<file path="src/rtl/stack_lifo.sv">
// Parametrised LIFO stack with push/pop interface, registered dout/top peek,
// occupancy status and sticky overflow/underflow flags.
module stack_lifo #(
    parameter int WIDTH  = 8,
    parameter int DEPTH  = 32,
    parameter int ADDR_W = 5
) (
    input  logic              clk,
    input  logic              rst_n,
    input  logic              push,
    input  logic              pop,
    input  logic [WIDTH-1:0]  din,
    input  logic              clr_err,
    output logic [WIDTH-1:0]  dout,
    output logic              dout_valid,
    output logic [WIDTH-1:0]  top,
    output logic [ADDR_W:0]   count,
    output logic              empty,
    output logic              full,
    output logic              overflow,
    output logic              underflow
);

    localparam logic [ADDR_W:0]   SP_FULL = (ADDR_W + 1)'(DEPTH);
    localparam logic [ADDR_W:0]   SP_ONE  = (ADDR_W + 1)'(1);
    localparam logic [ADDR_W:0]   SP_TWO  = (ADDR_W + 1)'(2);
    localparam logic [ADDR_W-1:0] IDX_ONE = ADDR_W'(1);
    localparam logic [ADDR_W-1:0] IDX_TWO = ADDR_W'(2);

    logic [WIDTH-1:0]  mem [DEPTH];

    logic [ADDR_W:0]   sp_reg, sp_next;
    logic [WIDTH-1:0]  dout_reg, dout_next;
    logic              dout_valid_reg, dout_valid_next;
    logic [WIDTH-1:0]  top_reg, top_next;
    logic              overflow_reg, overflow_next;
    logic              underflow_reg, underflow_next;

    logic              mem_we;
    logic [ADDR_W-1:0] mem_waddr;
    logic [ADDR_W-1:0] idx_free, idx_top, idx_below;
    logic              is_empty, is_full;

    assign is_empty  = (sp_reg == '0);
    assign is_full   = (sp_reg == SP_FULL);
    assign idx_free  = sp_reg[ADDR_W-1:0];
    assign idx_top   = idx_free - IDX_ONE;
    assign idx_below = idx_free - IDX_TWO;

    always_comb begin
        sp_next         = sp_reg;
        dout_next       = dout_reg;
        dout_valid_next = 1'b0;
        top_next        = top_reg;
        overflow_next   = overflow_reg & ~clr_err;
        underflow_next  = underflow_reg & ~clr_err;
        mem_we          = 1'b0;
        mem_waddr       = idx_free;

        case ({push, pop})
            2'b10: begin
                if (!is_full) begin
                    mem_we   = 1'b1;
                    sp_next  = sp_reg + SP_ONE;
                    top_next = din;
                end else begin
                    overflow_next = 1'b1;
                end
            end
            2'b01: begin
                if (!is_empty) begin
                    dout_next       = mem[idx_top];
                    dout_valid_next = 1'b1;
                    sp_next         = sp_reg - SP_ONE;
                    top_next        = (sp_reg >= SP_TWO) ? mem[idx_below] : '0;
                end else begin
                    underflow_next = 1'b1;
                end
            end
            2'b11: begin
                dout_valid_next = 1'b1;
                if (!is_empty) begin
                    // Replace the top entry in place: old value out, new value in.
                    dout_next = mem[idx_top];
                    mem_we    = 1'b1;
                    mem_waddr = idx_top;
                    top_next  = din;
                end else begin
                    dout_next = din;
                end
            end
            default: ;
        endcase
    end

    always_ff @(posedge clk or negedge rst_n) begin
        if (!rst_n) begin
            sp_reg         <= '0;
            dout_reg       <= '0;
            dout_valid_reg <= 1'b0;
            top_reg        <= '0;
            overflow_reg   <= 1'b0;
            underflow_reg  <= 1'b0;
        end else begin
            sp_reg         <= sp_next;
            dout_reg       <= dout_next;
            dout_valid_reg <= dout_valid_next;
            top_reg        <= top_next;
            overflow_reg   <= overflow_next;
            underflow_reg  <= underflow_next;
        end
    end

    // Storage is deliberately left out of reset.
    always_ff @(posedge clk) begin
        if (mem_we) begin
            mem[mem_waddr] <= din;
        end
    end

    assign dout       = dout_reg;
    assign dout_valid = dout_valid_reg;
    assign top        = top_reg;
    assign count      = sp_reg;
    assign empty      = is_empty;
    assign full       = is_full;
    assign overflow   = overflow_reg;
    assign underflow  = underflow_reg;

endmodule

</file>
<file path="config.mk">
export PLATFORM = sky130hd
export DESIGN_NAME = stack_lifo
export DESIGN_NICKNAME = d
export VERILOG_FILES = /design/src/rtl/stack_lifo.sv
export SDC_FILE = /design/constraint.sdc
export NUM_CORES = 1
export LEC_CHECK = 0
export BUFFER_PORTS_ARGS = -buffer_cell sky130_fd_sc_hd__buf_2
export CORE_MARGIN = 3
export CORE_UTILIZATION = 47
export CTS_CLUSTER_SIZE = 16
export DETAILED_ROUTE_END_ITERATION = 10
export GPL_TIMING_DRIVEN = 0
export MAX_ROUTING_LAYER = met4
export PLACE_DENSITY = 0.65
export RECOVER_POWER = 100
export SKIP_CTS_REPAIR_TIMING = 1
export SLEW_MARGIN = 5
export SYNTH_ARGS = -nofsm -noshare
export SYNTH_HDL_FRONTEND = slang
export SYNTH_SLANG_ARGS = --single-unit
</file>
<file path="constraint.sdc">
create_clock -name clk -period 3.1 [get_ports clk]
set_input_delay 0.155 -clock clk [delete_from_list [all_inputs] [get_ports clk]]
set_output_delay 0.155 -clock clk [all_outputs]
set_load 0.01 [all_outputs]
</file>
==> impl_metrics.sql <==
INSERT INTO impl_metrics (metric_group, metric, value, unit) VALUES
('outcome', 'run_status', 'finished, violations left', ''),
('outcome', 'violations_in_the_final_reports', 'capacitance limit, slew limit, setup timing', ''),
('synth', 'synth_top_area_cell', 'edfxtp_1', ''),
('flow_run', 'max_cap_violations', '8', ''),
('setup_path', 'critical_path_class', 'register to register', ''),
('final_layout', 'design_area', '17100', 'um2'),
('clocking', 'clkSinkCount', '281', ''),
('clocking', 'cts_root_buffer', 'clkbuf_16', ''),
('setup_path', 'critPathCapture', 'dout[1]', ''),
('synth', 'synth_nets', '794', ''),
('floorplanning', 'rows', '62', ''),
('clocking', 'clkLatencyLatePin', '0.55', 'ns'),
('synth', 'postSynth.asyncResetShare', '8.90', '%'),
('setup_path', 'worstPathRequired', '3.51', 'ns'),
('pwr', 'swShare', '40.4', '%'),
('setup_path', 'rr_endpoint', 'dout[1]', ''),
('global_route', 'gr-usage-all-layers', '28.5', '%'),
('synth', 'yosys_warnings', '0', ''),
('final_layout', 'share_of_post_route_cells_with_drive_strength_above_1', '38.4', '%'),
('pwr', 'irDropWorstVdd', '673', 'uV'),
('setup_path', 'r2r_slack', '-0.10', 'ns'),
('floorplanning', 'dieHeight', '177', 'um'),
('pwr', 'share_clk_of_total_power', '18.4', '%'),
('routing', 'drc_errors', '0', ''),
('floorplanning', 'die_x', '177', 'um'),
('synth', 'synthesis.instances', '772', ''),
('placed_design', 'detailed_place_hpwl', '29300', 'um'),
('pwr', 'power.density', '1160', 'nW/um2'),
('placed_design', 'routabilityCongestion', '0.950', ''),
('synth', 'most_frequent_cells_after_synthesis', '256 x edfxtp_1, 93 x mux4_2, 62 x mux2i_1, 40 x nor2_1, 25 x dfrtp_1', ''),
('setup_path', 'start_kind', 'register', ''),
('pwr', 'post-layout-total-power', '19.9', 'mW'),
('setup_path', 'worst_r2r_path_depth', '11', ''),
('synth', 'synth_area', '13800', 'um2'),
('min_path', 'worstHoldStart', 'pop', ''),
('synth', 'synth_edf_count', '256', ''),
('setup_path', 'timing.rr.start', 'count[1]', ''),
('final_layout', 'insertedDiodeCount', '0', ''),
('sta', 'final.min_clock_period', '3.20', 'ns'),
('final_layout', 'syn_to_final_growth', '24.3', '%'),
('pwr', 'power_frac_comb', '57.7', '%'),
('clocking', 'number_of_levels_the_h_tree_was_split_into', '1', ''),
('routing', 'dr.first_iter.drc_count', '1551', ''),
('sta', 'slew_violations', '280', ''),
('synth', 'synth_cell_types', '62', ''),
('floorplanning', 'die_area', '31400', 'um2'),
('placed_design', 'portBuffers', '38', ''),
('synth', 'yosysMostFrequentCell', 'edfxtp_1', ''),
('clocking', 'ctsLongestPathBuffers', '3', ''),
('sta', 'setup_viol_count_final', '49', ''),
('routing', 'wl_per_cell', '34.2', 'um'),
('synth', 'synth_seq_cells', '281', ''),
('sta', 'timing.max_slew.rel_slack', '-31.3', '%'),
('setup_path', 'worstSetupEndpointType', 'register', ''),
('clocking', 'tritoncts.num_buffers', '29', ''),
('pwr', 'power.switching', '8.05', 'mW'),
('final_layout', 'fillerInstances', '2116', ''),
('sta', 'postLayoutSetupSlackWorst', '-0.105', 'ns'),
('routing', 'route.met2.wl', '20500', 'um'),
('routing', 'antenna_nets_post_route', '0', ''),
('routing', 'detailroute.wirelength.met3', '5200', 'um'),
('floorplanning', 'floorplan.initialDensity', '47.8', '%'),
('floorplanning', 'core', '28800', 'um2'),
('routing', 'vias', '9023', ''),
('synth', 'synth_ff_type', 'edfxtp_1', ''),
('setup_path', 'worstSetupStartpoint', 'count[1]', ''),
('routing', 'met1_length', '17800', 'um'),
('sta', 'worstMarginPinSlew', '1.97', 'ns'),
('global_route', 'grt_first_pass_wirelength', '61300', 'um'),
('sta', 'timing.fmax', '312', 'MHz'),
('final_layout', 'layout.nets', '941', '');
final cells by class:
class	instances	area, um2	area share [%]
Sequential cell	281	8310	48.6
Multi-Input combinational cell	422	5410	31.6
Clock inverter	18	195	1.14
Inverter	17	70.1	0.410
Timing Repair Buffer	118	1290	7.54
Clock buffer	36	823	4.81
Buffer	50	524	3.06
Tap cell	384	480	2.81
cells in the final DEF, fill, tap and decap left out, types with 7 or more instances in the layout:
cell / count
edfxtp_1: 256
mux4_2: 110
mux2i_1: 55
buf_12: 46
buf_4: 41
clkbuf_1: 40
clkbuf_16: 34
nor2_4: 33
dfrtp_1: 24
nand2_1: 21
a21oi_1: 18
inv_1: 15
a221oi_1: 14
nor3_1: 13
buf_2: 13
buf_6: 12
o21ai_0: 12
o22ai_1: 9
nand3_1: 7
nor2_1: 7
power by group through the flow:
stage                     registers, mW  logic (mW)  clock network, mW
after floorplan                    4.78        6.29                  0
after global placement             4.78        9.46                  0
after detailed placement           4.81        9.49                  0
after CTS                          4.73        9.55               3.69
after global routing               4.78        11.8               3.83
final                              4.76        11.5               3.66
worst max-delay path, stage by stage, from the launching register on:
cell and delay [ns]:
dfrtp_2 0.46, buf_12 0.14, buf_12 0.12, clkinvlp_4 0.15, ha_4 0.38, buf_12 0.19, buf_12 0.15, buf_12 0.11
mux4_2 0.52, mux4_2 0.51, mux2i_1 0.22, a21oi_1 0.10
routing by layer:
metal,global-route usage [%],vias to the layer above
li1,-,3557
met1,41.8,4700
met2,43.0,643
met3,3.90,123
met4,7.00,0
met5,-,-
worst min path at each step:
| stage | end | slack [ns] | cells after the start |
|---|---|---|---|
| after floorplan | count[0] | -0.14 | 0 |
| after global placement | count[5] | 0.18 | 1 |
| after detailed placement | count[3] | 0.19 | 1 |
| after CTS | dout[7] | -0.39 | 1 |
| after global routing | dout[2] | 0.24 | 3 |
| final | dout[2] | 0.22 | 3 |
metrics by stage:
| stage | utilization [%] | cells | TNS, ns | hold WS, ns | setup WS [ns] |
|---|---|---|---|---|---|
| after global placement | 51.4 | 1194 | -191.93 | 0.175 | -1.10 |
| after detailed placement | 51.4 | 1194 | -200.86 | 0.193 | -1.13 |
| after CTS | 54.9 | 1248 | -209.77 | -0.392 | -1.15 |
| after floorplan | - | 772 | 0 | -0.141 | 0.00245 |
| after global routing | 59.5 | 1326 | -8.18 | 0.238 | -0.126 |
| final | 59.5 | 1326 | -1.92 | 0.216 | -0.105 |
cell families (layout without fill, tap and decap cells):
kind of cell	after synthesis	in the layout	synth area share, %
XOR/XNOR	10	10	0.745
adder cells (fa/ha/maj)	9	9	0.872
AND/OR/NAND/NOR	105	105	3.52
AO/OA/AOI/OAI	115	115	6.04
flip-flops	281	281	60.4
buffers and inverters	69	239	3.53
multiplexers	183	183	24.9
(Power assumes the default switching activity.)
